File: config.mk
export PLATFORM = sky130hd
export DESIGN_NAME = keypad_letter_entry
export DESIGN_NICKNAME = d
export VERILOG_FILES = /design/src/rtl/hangman_pkg.sv /design/src/rtl/keypad_scanner.sv /design/src/rtl/keypad_letter_entry.sv
export SDC_FILE = /design/constraint.sdc
export NUM_CORES = 1
export LEC_CHECK = 0
export BUFFER_PORTS_ARGS = -buffer_cell sky130_fd_sc_hd__buf_2
export CORE_MARGIN = 2
export CORE_UTILIZATION = 60
export CTS_CLUSTER_SIZE = 8
export DETAILED_ROUTE_END_ITERATION = 10
export GPL_TIMING_DRIVEN = 0
export PLACE_DENSITY_LB_ADDON = 0.08
export SYNTH_ARGS = -nofsm -noshare
export SYNTH_HDL_FRONTEND = slang
export SYNTH_SLANG_ARGS = --single-unit
File: constraint.sdc
create_clock -name clk -period 3.13 [get_ports clk]
set_input_delay 0.313 -clock clk [delete_from_list [all_inputs] [get_ports clk]]
set_output_delay 0.313 -clock clk [all_outputs]
set_load 0.1 [all_outputs]
File: src/rtl/hangman_pkg.sv
// Shared types for the hangman keypad front end: key codes, scanner states,
// letter-group tables and the row/column decode helpers.
package hangman_pkg;

  typedef enum logic [3:0] {
    KEY_ABC           = 4'd0,
    KEY_DEF           = 4'd1,
    KEY_GHI           = 4'd2,
    KEY_JKL           = 4'd3,
    KEY_MNO           = 4'd4,
    KEY_PQRS          = 4'd5,
    KEY_TUV           = 4'd6,
    KEY_WXYZ          = 4'd7,
    KEY_SUBMIT_LETTER = 4'd8,
    KEY_CANCEL        = 4'd9,
    KEY_SUBMIT_WORD   = 4'd10,
    KEY_NONE          = 4'd15
  } key_code_t;

  typedef enum logic [1:0] {
    ST_SCAN     = 2'd0,
    ST_DEBOUNCE = 2'd1,
    ST_HELD     = 2'd2,
    ST_RELEASE  = 2'd3
  } scan_state_t;

  localparam logic [7:0] ASCII_NONE      = 8'h00;
  localparam logic [2:0] GROUP_SIZE_STD  = 3'd3;
  localparam logic [2:0] GROUP_SIZE_WIDE = 3'd4;

  function automatic logic is_letter_key(input key_code_t k);
    return (k <= KEY_WXYZ);
  endfunction

  function automatic logic [7:0] group_base(input key_code_t k);
    logic [7:0] base;
    case (k)
      KEY_ABC:  base = 8'h41;
      KEY_DEF:  base = 8'h44;
      KEY_GHI:  base = 8'h47;
      KEY_JKL:  base = 8'h4A;
      KEY_MNO:  base = 8'h4D;
      KEY_PQRS: base = 8'h50;
      KEY_TUV:  base = 8'h54;
      KEY_WXYZ: base = 8'h57;
      default:  base = ASCII_NONE;
    endcase
    return base;
  endfunction

  function automatic logic [2:0] group_size(input key_code_t k);
    return (k == KEY_PQRS || k == KEY_WXYZ) ? GROUP_SIZE_WIDE : GROUP_SIZE_STD;
  endfunction

  function automatic logic [1:0] col_to_idx(input logic [2:0] col);
    logic [1:0] idx;
    case (col)
      3'b010:  idx = 2'd1;
      3'b100:  idx = 2'd2;
      default: idx = 2'd0;
    endcase
    return idx;
  endfunction

  // Linear key position r*3+c; position 0 (R0C0) has no function.
  function automatic key_code_t decode_key(input logic [3:0] row, input logic [1:0] cidx);
    logic [1:0] ridx;
    logic [3:0] pos;
    case (row)
      4'b0100: ridx = 2'd1;
      4'b0010: ridx = 2'd2;
      4'b0001: ridx = 2'd3;
      default: ridx = 2'd0;
    endcase
    pos = 4'(ridx) * 4'd3 + 4'(cidx);
    if (pos == 4'd0) return KEY_NONE;
    return key_code_t'(pos - 4'd1);
  endfunction

endpackage

File: src/rtl/keypad_scanner.sv
// Column scanner with press and release debounce; emits one registered press
// pulse per physical key press together with the decoded key code.
module keypad_scanner
  import hangman_pkg::*;
#(
  parameter int SCAN_CYCLES     = 4,
  parameter int DEBOUNCE_CYCLES = 1000
) (
  input  logic       clk,
  input  logic       nRst,
  input  logic [3:0] row,
  output logic [2:0] col,
  output key_code_t  key_code,
  output logic       press
);

  localparam int SW = (SCAN_CYCLES > 1) ? $clog2(SCAN_CYCLES) : 1;
  localparam int DW = (DEBOUNCE_CYCLES > 1) ? $clog2(DEBOUNCE_CYCLES) : 1;
  localparam logic [SW-1:0] SCAN_LAST = SW'(SCAN_CYCLES - 1);
  localparam logic [DW-1:0] DEB_LAST  = DW'(DEBOUNCE_CYCLES - 1);

  scan_state_t   state_q, state_d;
  logic [2:0]    col_q, col_d;
  logic [SW-1:0] scan_cnt_q, scan_cnt_d;
  logic [DW-1:0] deb_cnt_q, deb_cnt_d;
  logic [3:0]    row_lat_q, row_lat_d;
  key_code_t     key_q, key_d;
  logic          press_q, press_d;

  always_comb begin
    state_d    = state_q;
    col_d      = col_q;
    scan_cnt_d = scan_cnt_q;
    deb_cnt_d  = deb_cnt_q;
    row_lat_d  = row_lat_q;
    key_d      = key_q;
    press_d    = 1'b0;
    case (state_q)
      ST_SCAN: begin
        // A detected key freezes the column so the row pattern stays valid.
        if ($onehot(row)) begin
          row_lat_d = row;
          key_d     = decode_key(row, col_to_idx(col_q));
          deb_cnt_d = '0;
          state_d   = ST_DEBOUNCE;
        end else if (scan_cnt_q == SCAN_LAST) begin
          scan_cnt_d = '0;
          col_d      = {col_q[1:0], col_q[2]};
        end else begin
          scan_cnt_d = scan_cnt_q + 1'b1;
        end
      end
      ST_DEBOUNCE: begin
        if (row != row_lat_q) begin
          deb_cnt_d = '0;
          state_d   = ST_SCAN;
        end else if (deb_cnt_q == DEB_LAST) begin
          deb_cnt_d = '0;
          press_d   = 1'b1;
          state_d   = ST_HELD;
        end else begin
          deb_cnt_d = deb_cnt_q + 1'b1;
        end
      end
      ST_HELD: begin
        if (row == 4'b0000) begin
          deb_cnt_d = '0;
          state_d   = ST_RELEASE;
        end
      end
      ST_RELEASE: begin
        // Bounce during release returns to HELD without a second event.
        if (row != 4'b0000) begin
          deb_cnt_d = '0;
          state_d   = ST_HELD;
        end else if (deb_cnt_q == DEB_LAST) begin
          deb_cnt_d = '0;
          state_d   = ST_SCAN;
        end else begin
          deb_cnt_d = deb_cnt_q + 1'b1;
        end
      end
      default: state_d = ST_SCAN;
    endcase
  end

  always_ff @(posedge clk or negedge nRst) begin
    if (!nRst) begin
      state_q    <= ST_SCAN;
      col_q      <= 3'b001;
      scan_cnt_q <= '0;
      deb_cnt_q  <= '0;
      row_lat_q  <= 4'b0000;
      key_q      <= KEY_NONE;
      press_q    <= 1'b0;
    end else begin
      state_q    <= state_d;
      col_q      <= col_d;
      scan_cnt_q <= scan_cnt_d;
      deb_cnt_q  <= deb_cnt_d;
      row_lat_q  <= row_lat_d;
      key_q      <= key_d;
      press_q    <= press_d;
    end
  end

  assign col      = col_q;
  assign key_code = key_q;
  assign press    = press_q;

endmodule

File: src/rtl/keypad_letter_entry.sv
// Keypad front end for one hangman player: multi-tap letter selection and
// letter/word submit strobes built on top of the debounced scanner.
module keypad_letter_entry
  import hangman_pkg::*;
#(
  parameter int SCAN_CYCLES     = 4,
  parameter int DEBOUNCE_CYCLES = 1000
) (
  input  logic       clk,
  input  logic       nRst,
  input  logic [3:0] row,
  output logic [2:0] col,
  output logic [7:0] cur_letter,
  output logic       letter_valid,
  output logic       letter_strobe,
  output logic       word_strobe,
  output logic       error
);

  key_code_t  key_code;
  logic       press;

  key_code_t  last_key_q, last_key_d;
  logic [1:0] tap_q, tap_d;
  logic [7:0] cur_letter_q, cur_letter_d;
  logic       letter_valid_q, letter_valid_d;
  logic       letter_strobe_q, letter_strobe_d;
  logic       word_strobe_q, word_strobe_d;
  logic       error_q, error_d;

  keypad_scanner #(
    .SCAN_CYCLES     (SCAN_CYCLES),
    .DEBOUNCE_CYCLES (DEBOUNCE_CYCLES)
  ) u_scan (
    .clk      (clk),
    .nRst     (nRst),
    .row      (row),
    .col      (col),
    .key_code (key_code),
    .press    (press)
  );

  always_comb begin
    last_key_d      = last_key_q;
    tap_d           = tap_q;
    cur_letter_d    = cur_letter_q;
    letter_valid_d  = letter_valid_q;
    letter_strobe_d = 1'b0;
    word_strobe_d   = 1'b0;
    error_d         = 1'b0;

    // The submitted letter stays visible for the strobe cycle, then clears.
    if (letter_strobe_q) begin
      last_key_d     = KEY_NONE;
      tap_d          = 2'd0;
      cur_letter_d   = ASCII_NONE;
      letter_valid_d = 1'b0;
    end

    if (press) begin
      if (is_letter_key(key_code)) begin
        if (key_code == last_key_d) begin
          tap_d = ({1'b0, tap_d} == group_size(key_code) - 3'd1) ? 2'd0 : tap_d + 2'd1;
        end else begin
          tap_d = 2'd0;
        end
        last_key_d     = key_code;
        cur_letter_d   = group_base(key_code) + {6'b0, tap_d};
        letter_valid_d = 1'b1;
      end else begin
        case (key_code)
          KEY_SUBMIT_LETTER: begin
            if (letter_valid_d) letter_strobe_d = 1'b1;
            else                error_d         = 1'b1;
          end
          KEY_CANCEL: begin
            last_key_d     = KEY_NONE;
            tap_d          = 2'd0;
            cur_letter_d   = ASCII_NONE;
            letter_valid_d = 1'b0;
          end
          KEY_SUBMIT_WORD: begin
            if (letter_valid_d) error_d       = 1'b1;
            else                word_strobe_d = 1'b1;
          end
          default: ;
        endcase
      end
    end
  end

  always_ff @(posedge clk or negedge nRst) begin
    if (!nRst) begin
      last_key_q      <= KEY_NONE;
      tap_q           <= 2'd0;
      cur_letter_q    <= ASCII_NONE;
      letter_valid_q  <= 1'b0;
      letter_strobe_q <= 1'b0;
      word_strobe_q   <= 1'b0;
      error_q         <= 1'b0;
    end else begin
      last_key_q      <= last_key_d;
      tap_q           <= tap_d;
      cur_letter_q    <= cur_letter_d;
      letter_valid_q  <= letter_valid_d;
      letter_strobe_q <= letter_strobe_d;
      word_strobe_q   <= word_strobe_d;
      error_q         <= error_d;
    end
  end

  assign cur_letter    = cur_letter_q;
  assign letter_valid  = letter_valid_q;
  assign letter_strobe = letter_strobe_q;
  assign word_strobe   = word_strobe_q;
  assign error         = error_q;

endmodule

==> summary by stage, run 1 <==
Run status
The flow ran to the end, and the final reports show no timing, DRC or antenna violations.

Final layout
The register area is around 0.0011 mm2. The net count of the finished layout is 321. The antenna diode count is 0. The filler cells instantiated in the layout total 360. The fraction of the core area covered by cells at the end of the flow is 0.687. The multi-input combinational cell area is 0.00149 mm2.

The area growth from synthesis to layout is 10.8%. Of the cells placed in the final design, the portion with a size suffix greater than 1 is 0.205.

Global route
The met2 track utilization from global routing is 0.385. The global router's overall resource usage is 0.218. For met1 alone, demand over resource in global routing was 0.270. Entering global routing, the biggest net connects 45 pins. The global-route track usage on met3 is 0.0470. The number of global-route vias before repair is 1998. The number of antenna violations at the first check in global routing came to 0. The first-pass GRT wire length is 8.78 mm. The busiest metal layer after global routing is met2. The leftover overflow at the end of global routing is 0.

Logic synthesis
The flip-flop cell with the highest count after synthesis is sky130_fd_sc_hd__dfrtp_1. The number of distinct library cells after synthesis is between 40 and 50. The share of the yosys chip area belonging to registers is 0.415. After synthesis, the most frequently instantiated cells are sky130_fd_sc_hd__dfrtp_1, sky130_fd_sc_hd__ha_1, sky130_fd_sc_hd__nor2_1, sky130_fd_sc_hd__nand2_1, sky130_fd_sc_hd__o21ai_0. Synthesis handed over a netlist of 264 instances. Of all flip-flops after synthesis, the portion carrying an async set or reset was 1.00. Sorting the synthesized cells by area gives the leading types as sky130_fd_sc_hd__dfrtp_1, sky130_fd_sc_hd__ha_1, sky130_fd_sc_hd__dfstp_2. Summing every instance area after synthesis gives 0.00268 mm2.

The synthesized netlist net count is 294. Of the post-synthesis cell area, the dominant cell type holds 0.326. Yosys mapped a number of flops with a built-in enable equal to 0. Counting flops and latches in the post-synthesis netlist gives 44. In the post-synthesis netlist, the cell with the most instances is sky130_fd_sc_hd__dfrtp_1.

The cell type with the highest aggregate area in the netlist is sky130_fd_sc_hd__dfrtp_1. The yosys synthesis warning count is 0. The average instance in the mapped netlist occupies between 10 and 15 um2.

Route
For this block, the initial DRC count from the detailed router was 77. Using the TritonRoute via totals, the vias-per-cell ratio works out to 5.80. The routed wire length is between 4 and 5 mm. In the routed design, unresolved DRC markers number 0. The count of nets left with antenna violations after detail routing is 0. The pre-antenna-repair detailed-routing pass consisted of 4 iterations. The detailed router placed 1994 vias in this run. The routed wirelength normalized by instance count is 14.5 um.

Pwr
The analysis attributes to cell leakage a power of 1.44 nW. Dividing total power by cell area gives a power density of 603 mW/mm2. IR analysis of the VDD net gives a maximum drop of 0.543 mV.

Worst setup path
The startpoint of the most critical setup path is u_scan.key_code[1]$_DFFE_PN1P_. The maximum fanout encountered on the critical timing path is 8. The dominant delay contributor by cell family on the critical path is adder cells. The most numerous cell type found on the critical path is sky130_fd_sc_hd__ha_1. On the worst path, the slowest cell contributes a delay of about 630 ps.

The sum of buffers and inverters on the critical path is 1. Data on the critical path arrives at its endpoint at 3030 ps. The critical path goes through inv_1, ha_1, nor2_1, nor4b_1, or3_1, and2_1, ha_1, fa_1, xor2_1, a22o_1. The startpoint of the most critical register-to-register path is u_scan.key_code[1]$_DFFE_PN1P_. STA classifies the critical path endpoint as a flip-flop.

The critical path in this run is classified as flip-flop to flip-flop. Among all stages on the critical path, the largest delay is contributed by sky130_fd_sc_hd__dfstp_2. The category of the worst setup path launch point is a flip-flop. STA puts the critical path data required time at 3310 ps.

Clock tree
The source-to-sink clock delay at the later pin of the worst-skew pair is 290 ps. Clock tree synthesis selected as its root buffer the cell sky130_fd_sc_hd__clkbuf_8. CTS built an H-tree with a depth of 2. The longest clock path from root to sink contains 2 buffers. The number of buffers inserted for hold repair after clock tree synthesis is 0. The CTS buffer count is 5.

The clock transition at the registers of the reported paths is 80 ps. The TritonCTS clock tree is built. The clock sink count is 44.

Place
The placed wire-length estimate is between 3 and 4 mm. The final weighted congestion in routability-driven placement is 0.812. Input and output buffers added on the ports amount to 20.

Floorplanning
The core region is 0.00432 mm2. From left edge to right edge, the die measures 70.9 um. The die area is 0.00502 mm2. The number of primary I/O pins is 21.

The starting density of the core is 0.620. In this run the core area contains 24 standard-cell rows. The die outline height is 70.9 um.

Timing
In the finished design, the share of the clock period the worst path needs comes to 0.910. The total count of hold-check failures in the final report is 0. The final critical path time including I/O delays and setup is 2850 ps.

The final count of pins violating max slew is 0. The accumulated negative setup slack is 0 ps. The number of setup violations in the final report is 0.

Timing would allow up to 351 MHz. The headroom to the max-slew limit is 0.373. The pin slew with the least headroom to its limit is 940 ps. Setup repair after global routing left no endpoint under its margin. Between clock sinks in the finished design, the worst skew comes to 8.07 ps.

Worst hold path
The path class of the tightest hold or removal check is input port to asynchronous set/reset pin.

Job
The number of maximum-capacitance constraint violations is 0.
## placed cells by master, fill, tap and decap left out, types with 5 or more instances in the layout
| cell type | instances |
|---|---|
| sky130_fd_sc_hd__nand2_1 | 19 |
| sky130_fd_sc_hd__dfstp_2 | 9 |
| sky130_fd_sc_hd__xor2_1 | 5 |
| sky130_fd_sc_hd__and3_1 | 5 |
| sky130_fd_sc_hd__dfrtp_1 | 35 |
| sky130_fd_sc_hd__nand3_1 | 11 |
| sky130_fd_sc_hd__inv_1 | 12 |
| sky130_fd_sc_hd__o21ai_0 | 19 |
| sky130_fd_sc_hd__ha_1 | 20 |
| sky130_fd_sc_hd__nor2_1 | 20 |
| sky130_fd_sc_hd__clkbuf_8 | 5 |
| sky130_fd_sc_hd__a22o_1 | 12 |
| sky130_fd_sc_hd__nand2b_1 | 6 |
| sky130_fd_sc_hd__nor3_1 | 9 |
| sky130_fd_sc_hd__buf_2 | 24 |
| sky130_fd_sc_hd__mux2_2 | 5 |
| sky130_fd_sc_hd__nor2b_1 | 7 |
## metal layers
metal	share of wire	wire, um
met2	0.51	2540
met4	0.010	52
met1	0.46	2270
met3	0.023	116
met5	0	0
## per-stage QoR
| step | cells | worst slack [ps] | hold slack, ps | power [mW] | area, um2 |
|---|---|---|---|---|---|
| floorplan | 264 | 197 | 17.4 | 1.23 | 2680 |
| global placement | 336 | 180 | 465 | 1.36 | 2850 |
| detailed placement | 336 | 120 | 482 | 1.38 | 2850 |
| CTS | 344 | 80.5 | 188 | 1.80 | 2960 |
| global route | 344 | 60.9 | 239 | 1.93 | 2970 |
| finish | 344 | 281 | 157 | 1.79 | 2970 |
## cell families (layout without fill, tap and decap cells)
group / count (synthesis) / count (layout) / synth area share
AND/OR/NAND/NOR: 101 / 101 / 0.204
AO/OA/AOI/OAI: 57 / 57 / 0.159
flip-flops: 44 / 44 / 0.415
adder cells (fa/ha/maj): 24 / 24 / 0.123
buffers and inverters: 21 / 49 / 0.0368
multiplexers: 9 / 9 / 0.0359
XOR/XNOR: 8 / 8 / 0.0261
## flip-flops by register name, summed over array words and instances, names as in the netlist, 2 cells and up
register           flops
last_key_q             4
u_scan.state_q         2
cur_letter             8
u_scan.deb_cnt_q      10
u_scan.col             3
u_scan.row_lat_q       4
u_scan.scan_cnt_q      2
tap_q                  2
u_scan.key_code        4
## path summary, 6_finish.rpt
check / to / slack [ps] / cells past startpoint
setup / recovery: cur_letter[2]$_DFF_PN0_ / 280 / 10
hold / removal: word_strobe$_DFF_PN0_ / 160 / 1
setup reg to reg: cur_letter[2]$_DFF_PN0_ / 280 / 10
hold reg to reg: cur_letter[7]$_DFF_PN0_ / 490 / 1
max in group asynchronous: u_scan.state_q[0]$_DFFE_PN0P_ / 2380 / 1
min in group clk: u_scan.row_lat_q[2]$_DFFE_PN0P_ / 380 / 3
## power breakdown
part	total (mW)	switching [mW]	internal, mW
sequential	0.754	0.0859	0.668
clock	0.421	0.184	0.237
combinational	0.618	0.356	0.262
## cell type report
cell class	instances	area share
Timing Repair Buffer	20	0.0337
Multi-Input combinational cell	199	0.501
Clock buffer	6	0.0244
Sequential cell	44	0.374
Buffer	9	0.0181
Inverter	12	0.0152
Clock inverter	2	0.0118
Tap cell	52	0.0219
## what timing repair did
item / in CTS / in global routing
setup buffers: 0 / 0
resized for setup: 0 / 3
endpoints found under the setup margin: 0 / 2
No activity file was read; power rests on OpenSTA's default activity.
==> run 2: changes to the inputs <==
--- a/config.mk
+++ b/config.mk
@@ -11,7 +11,7 @@
 export CTS_CLUSTER_SIZE = 8
 export DETAILED_ROUTE_END_ITERATION = 10
 export GPL_TIMING_DRIVEN = 0
-export PLACE_DENSITY_LB_ADDON = 0.08
+export PLACE_DENSITY = 0.87
 export SYNTH_ARGS = -nofsm -noshare
 export SYNTH_HDL_FRONTEND = slang
 export SYNTH_SLANG_ARGS = --single-unit
==> run 2 against run 1 <==
Net effect: via count rose by 3.0%; highest routed layer unchanged; worst hold slack worse by 7.1 ps; register-to-register slack got worse by 50 ps; cell count stayed put; critical path depth stayed put.
==> summary by stage, run 2 (same netlist as run 1, synthesis figures left out) <==
Run status
The flow ran to the end, and the final reports show no timing, DRC or antenna violations.

Worst setup path
The cell with the largest stage delay on the worst path is sky130_fd_sc_hd__dfstp_2. The critical path start-end classification is flip-flop to flip-flop. The data required time of the critical path is 3330 ps. The largest single stage delay on the critical path is 600 ps. The arrival time at the worst endpoint is 3100 ps. The worst setup path is launched from a flip-flop. In this run the worst path has a maximum fanout of 7. The signal on the critical path passes through inv_1, nor4b_1, o21bai_1, a22oi_1, nor3b_2, ha_1, a21oi_1, and2b_1, xor2_1, a22o_1.

In this run the register-to-register setup slack is 230 ps. The endpoint type of the worst setup path is a flip-flop.

Final layout
The number of antenna diodes in the final layout is 0. The register with the most flip-flops in the layout has 10 of them. The most frequent standard cell in the layout excluding fill and tap cells is sky130_fd_sc_hd__dfrtp_1.

The fill cell total of the finished layout is 350. The proportion of layout cells with a drive suffix above 1 is 0.202. After the last flow step, the layout net total stands at ~320. The top cell types in the final layout, fill and taps aside, are sky130_fd_sc_hd__dfrtp_1, sky130_fd_sc_hd__buf_2, sky130_fd_sc_hd__nor2_1, sky130_fd_sc_hd__ha_1. The area growth from synthesis to layout is 11.3%.

The largest register by flop count is u_scan.deb_cnt_q.

Timing
Once routing completed, OpenROAD measured the worst setup slack at 227 ps. Setup violations remaining at the end of the flow were counted as 0. The pin slew with the least headroom to its limit is 959 ps. The final clock skew is 8.24 ps. The headroom to the max-slew limit is 0.361. The highest attainable clock frequency is 344 MHz. The final count of pins violating max slew is 0. The total count of hold-check failures in the final report was 0. The final clock period utilization by the worst path is 0.927. The accumulated negative setup slack is 0 ps. After layout, the minimum clock period comes to 2900 ps.

Floorplanning
The die covers 0.00502 mm2. The die is 70.9 um wide. In this run the core area contains 24 standard-cell rows. For this configuration, the core starts out at a cell density of 0.620. The die outline height is 70.9 um. After floorplanning, the core was sized to cover 0.00432 mm2.

The number of primary I/O pins is 21.

Clock tree
The clock transition at the registers of the reported paths is 80 ps. The library cell used as clock root buffer is sky130_fd_sc_hd__clkbuf_8. The maximum buffer depth of the clock tree is 2. The post-CTS setup buffer count is 0. For this design, the sink count on the clock tree is 44. For the worst-skew pair, the clock arrives at the later sink with an insertion delay of about 300 ps.

The number of H-tree levels is 2. TritonCTS built the clock tree. The CTS buffer count is 5.

Route
The count of routing violations after the opening detailed-route iteration is 154. After detailed routing, the average wire length per cell comes to 15.2 um. Dividing the detail-routed via count by the number of cells gives 5.97.

The routed via count is 2054. The length of the first detailed-routing pass in iterations is 5. In the routed design, unresolved DRC markers number 0.

The count of nets left with antenna violations after detail routing is 0. The routed wire length is 5.23 mm.

Place
Once detailed placement completed, the half-perimeter wirelength came to 3.76 mm. Before CTS, the worst setup slack after placement is 128 ps. Port buffering added 20 buffers.

Routability-driven placement finished with a final weighted congestion of 0.867.

Global route
The busiest metal layer after global routing is met2. In the global route stage, overall resource usage came out at 0.227. In the global route stage, met2 resource usage came out at 0.373.

The number of antenna violations at the first check in global routing is 0. The first global-routing pass estimated 9.11 mm of wire. For met3 alone, demand over resource in global routing was 0.0484. The leftover overflow at the end of global routing is 0. The number of global-route vias before repair is 2061. The met1 capacity usage during global routing is 0.296. The pin count of the biggest net entering global routing is between 40 and 50.

Pwr
The analysis attributes to cell leakage a power of roughly 1.4 nW. The worst supply voltage drop on vdd is ~0.37 mV. Dividing total power by cell area gives a power density of 635 mW/mm2.

Worst hold path
The worst hold path class is input port to asynchronous set/reset pin.

Job
The number of maximum-capacitance constraint violations is 0.
-- run 2: changes by cell type in the layout (fill, tap and decap cells not counted), sizes merged --
cell / previous run / this run
clkinv: 1 / 0
bufinv: 1 / 2
-- run 2: routing by layer --
metal / up-vias / wire (um)
met5: - / 0
met4: 0 / 68
met3: 7 / 211
met2: 52 / 2640
met1: 999 / 2310
li1: 996 / -
-- run 2: area by class of cell --
type                    instances  area (um2)  area share
plain buffers                   9        53.8      0.0180
clock buffers                   6        72.6      0.0243
clock inverters                 2        60.1      0.0201
inverters                      12        45.0      0.0151
multi-input cells             199        1480       0.495
flip-flops and latches         44        1110       0.373
well taps                      52        65.1      0.0218
repair buffers                 20         100      0.0335
-- run 2: report_power, final --
part | switching, mW | internal (mW)
sequential | 0.0879 | 0.668
clock | 0.195 | 0.319
combinational | 0.363 | 0.261
-- run 2: final timing paths --
kind	cells after the start	end	startpoint
worst min-delay path	1	error$_DFF_PN0_	nRst
max in group asynchronous	1	u_scan.deb_cnt_q[5]$_DFFE_PN0P_	nRst
worst max-delay path	10	cur_letter[3]$_DFF_PN0_	u_scan.key_code[0]$_DFFE_PN1P_
min in group clk	3	u_scan.row_lat_q[1]$_DFFE_PN0P_	row[1]
worst min register to register	1	cur_letter[7]$_DFF_PN0_	cur_letter[7]$_DFF_PN0_
worst max register to register	10	cur_letter[3]$_DFF_PN0_	u_scan.key_code[0]$_DFFE_PN1P_
-- run 2: worst max-delay path, delay by kind of cell (launching register included) --
kind / cells / cell delay [ps]
AND/OR/NAND/NOR: 3 / 880
XOR/XNOR: 1 / 160
AO/OA/AOI/OAI: 4 / 760
adder cells (fa/ha/maj): 1 / 280
flip-flops: 1 / 600
buffers and inverters: 1 / 130
-- run 2: per-stage QoR --
| step | total power, mW | hold WS [ps] | std cells | utilization | area (um2) |
|---|---|---|---|---|---|
| 2_1_floorplan | 1.23 | 17.4 | 264 | - | 2680 |
| 3_5_place_dp | 1.39 | 469 | 336 | 0.659 | 2850 |
| 3_3_place_gp | 1.35 | 468 | 336 | 0.659 | 2850 |
| 4_1_cts | 1.91 | 187 | 344 | 0.689 | 2980 |
| 5_1_grt | 2.02 | 248 | 344 | 0.690 | 2990 |
| 6_report | 1.90 | 150 | 344 | 0.690 | 2990 |
-- run 2: repair_timing --
action	CTS	global route
setup endpoints to repair	0	2
hold buffers	0	0
gates resized for setup	0	1
==> run 3: changes to the inputs <==
--- a/config.mk
+++ b/config.mk
@@ -5,6 +5,7 @@
 export SDC_FILE = /design/constraint.sdc
 export NUM_CORES = 1
 export LEC_CHECK = 0
+export ABC_AREA = 1
 export BUFFER_PORTS_ARGS = -buffer_cell sky130_fd_sc_hd__buf_2
 export CORE_MARGIN = 2
 export CORE_UTILIZATION = 60
==> run 3 against run 2 <==
Net effect: combinational power grew 43%; setup slack better by 360 ps; power up 13%; sequential share of layout area down 0.19 points; area after synthesis increased by 1.2%; via count is 14% higher; critical path type is now input port to flip-flop; critical endpoint is now u_scan.key_code[2]$_DFFE_PN1P_.
==> summary by stage, run 3 <==
Run status
The run finished with clean final reports.

Worst setup path
The cell with the largest stage delay on the worst path is sky130_fd_sc_hd__fa_1. In this design, the stage delay of the slowest critical-path cell is roughly 510 ps. The setup slack of the worst register-to-register path is 620 ps. The most repeated library cell on the critical path is sky130_fd_sc_hd__inv_1. The data required time of the critical path is 3370 ps. Along the worst path, the maximum fanout reaches 5. The number of cells on the worst reg-to-reg path is 12. Among cell families on the critical path, the largest total delay comes from adder cells.

The critical path start-end classification is input port to flip-flop. The worst register-to-register path ends at cur_letter[4]$_DFF_PN0_. The arrival time at the worst endpoint is ~2800 ps. In this run the critical register-to-register path is launched from u_scan.key_code[1]$_DFFE_PN1P_. The logic depth of the worst path, buffers included is 11. Walking the worst path, the cells encountered are buf_2, inv_1, ha_1, o21ai_0, inv_1, fa_1, ha_1, inv_1, fa_1, or2_2, a31oi_1. The endpoint type of the worst setup path is a flip-flop. STA classifies the critical path startpoint as an input port. The number of buffers and inverters on the critical path is 4.

Clock tree
The clock transition at the registers of the reported paths is 90 ps. The source-to-sink clock delay at the later pin of the worst-skew pair is 300 ps. The number of H-tree levels is 2. The clock sink count is 44. The post-CTS setup buffer count is 0. The library cell used as clock root buffer is sky130_fd_sc_hd__clkbuf_8. The longest clock path from root to sink contains 2 buffers. After clock tree synthesis, the repair step resized 0 gates. The CTS buffer count is 5. The number of buffers inserted for hold repair after clock tree synthesis is 0. The TritonCTS clock tree is built.

Floorplanning
In this run the count of I/O pins placed on the die edge is 21. Measured along the y axis, the die boundary spans 71.3 um. The die covers 0.00508 mm2.

In this run the core area contains 24 standard-cell rows. Measured along the x axis, the die boundary spans 71.3 um. The starting density of the core is 0.623. In this run the standard cell core region covers 0.00435 mm2.

Logic synthesis
After synthesis, the most frequently instantiated cells are sky130_fd_sc_hd__nand2_1, sky130_fd_sc_hd__inv_1, sky130_fd_sc_hd__nor2_1, sky130_fd_sc_hd__dfrtp_1, sky130_fd_sc_hd__o21ai_0. Each instance of the synthesized netlist takes up on average 7.73 um2. During synthesis, Yosys emitted a total of 0 warnings. The register bit total from synthesis is 44. The cell type with the highest aggregate area in the netlist is sky130_fd_sc_hd__dfrtp_1. The share of the yosys chip area belonging to registers is 0.410. By area the synthesized netlist is led by sky130_fd_sc_hd__dfrtp_1, sky130_fd_sc_hd__nand2_1, sky130_fd_sc_hd__ha_1. The synthesized netlist occupies a cell area of 0.00271 mm2. The share of synthesized area in the top cell type comes to 0.323.

Among all cell types in the netlist, the one instantiated most often is sky130_fd_sc_hd__nand2_1. In the synthesized netlist the async set-or-reset flop fraction comes to 1.00. After synthesis, the netlist uses 30 different library cells. The flip-flop cell with the highest count after synthesis is sky130_fd_sc_hd__dfrtp_1. The synthesized netlist net count is 381. In the synthesized netlist, the number of instances is 351. The number of synthesized flops with an enable pin is 0.

Final layout
Summing all multi-input logic gate instances after layout gives 0.00139 mm2. The register area is 0.00111 mm2. Compared with the post-synthesis result, the final layout area differs by 10.6%. The antenna diode count is 0. In the final layout, the share of cells above drive strength 1 is 0.148. The register with the most flip-flops in the layout has 10 of them. Fill cells in the final layout number between 300 and 400. The most frequent standard cell in the layout excluding fill and tap cells is sky130_fd_sc_hd__nand2_1. More flip-flops sit in one register than any other, and that register is u_scan.deb_cnt_q. After routing the design area is 0.00300 mm2. The final layout contains ~400 nets. The final standard cell count with taps included and fillers excluded is 431. Measured on the finished design, the core utilization comes to 0.689. The library cells used most frequently in the layout, excluding fill and tap cells, are sky130_fd_sc_hd__nand2_1, sky130_fd_sc_hd__inv_1, sky130_fd_sc_hd__nor2_1.

Timing
The final hold slack is 151 ps. Dividing the final minimum period by the clock period gives 0.811. Across the routed clock network, the largest skew measured is 7.42 ps.

Setup repair after global routing left no endpoint under its margin. The worst pin sits at a relative slew slack of 0.368. Setup total negative slack on the finished layout was measured at 0 ps. The final critical path time including I/O delays and setup is ~2500 ps. Static timing analysis puts the maximum clock frequency at approximately 390 MHz. The number of setup violations in the final report is 0. The pin slew with the least headroom to its limit is 948 ps. The final count of pins violating max slew was 0. After layout, the worst setup slack is 591 ps.

The total count of hold-check failures in the final report is 0.

Global route
The pin count of the biggest net entering global routing is 45. For this run, the total global-route usage over all layers was measured as 0.243. The first-pass GRT wire length is 9.75 mm.

After global routing the overflow that remains totals 0. The number of antenna violations at the first check in global routing came to 0. The number of global-route vias before repair was 2324.

Route
The routed via count is ~2.3k. Once detail routing completed, the nets flagged for antenna violations numbered 0. The first detailed-routing pass ran for 4 iterations. For this block, the routed nets add up to 5.43 mm of wire.

The count of routing violations after the opening detailed-route iteration is around 160. In the routed layout, each cell is associated on average with a via count of 5.44. Dividing the detail-routed wire length by the instance count gives 12.6 um.

After detailed routing, the number of remaining DRC violations is 0.

Pwr
The worst supply voltage drop on vdd is approximately 0.51 mV. The power per cell area is 716 mW/mm2. The cell leakage power is 1.55 nW. After layout, the design draws a total of 2.15 mW.

Place
Timing analysis after detailed placement gives a worst setup slack of 236 ps. The HPWL after detailed placement is just under 4 mm. Counting tap cells, the placed design contains a total of approximately 420 instances. Summing all placed instances gives a cell area of between 0.002 and 0.003 mm2. The final weighted congestion in routability-driven placement is 0.869. The count of buffers inserted at the top-level ports is 20.

Job
The number of maximum-capacitance constraint violations is 0.

Worst hold path
The worst hold path class is input port to asynchronous set/reset pin.
run 3: changes by cell type in the layout (fill, tap and decap cells not counted), moves of 6 or more:
cell and delta:
sky130_fd_sc_hd__nor2b_1 -7, sky130_fd_sc_hd__inv_1 +35, sky130_fd_sc_hd__a21oi_1 +9, sky130_fd_sc_hd__nand2b_1 -6
sky130_fd_sc_hd__nand2_1 +70, sky130_fd_sc_hd__nor2_2 +6, sky130_fd_sc_hd__nor2_1 +18, sky130_fd_sc_hd__nand3_1 +11
sky130_fd_sc_hd__a22o_1 -9
run 3: final cells by class:
class | count | share of cell area
multi-input combinational | 251 | 0.462
sequential | 44 | 0.371
inverter | 52 | 0.0651
timing repair buffer | 20 | 0.0334
clock buffer | 6 | 0.0275
tap | 52 | 0.0217
clock inverter | 2 | 0.0129
buffer | 4 | 0.00626
run 3: cell families (layout without fill, tap and decap cells):
family,after synthesis,count (layout),synth area share
AOI/OAI and AO/OA,47,47,0.0977
and+or+nand+nor,174,174,0.272
adders and majority gates,24,24,0.122
DFF,44,44,0.410
xor gates and xnor gates,6,6,0.0194
buffers and inverters,56,84,0.0788
run 3: worst max-delay path by stage:
stage,startpoint,endpoint,slack [ps]
after floorplan,u_scan.col[2]$_DFFE_PN0P_,u_scan.key_code[2]$_DFFE_PN1P_,200
after global placement,row[1],u_scan.key_code[2]$_DFFE_PN1P_,310
after detailed placement,row[0],u_scan.key_code[2]$_DFFE_PN1P_,240
after CTS,row[0],u_scan.key_code[2]$_DFFE_PN1P_,570
after global routing,row[0],u_scan.key_code[3]$_DFFE_PN1P_,370
final,row[1],u_scan.key_code[2]$_DFFE_PN1P_,590
run 3: report_power, final:
part	leakage (nW)	internal (mW)	switching (mW)	total, mW
sequential	0.564	0.687	0.0955	0.783
clock	0.0614	0.261	0.211	0.472
combinational	0.926	0.265	0.629	0.894
run 3: routing by layer:
metal	vias up	routed length [um]	GRT usage
met5	-	0	0
met4	0	77	0.103
met3	10	220	0.0534
met2	60	2800	0.429
met1	1100	2330	0.286
li1	1176	-	-
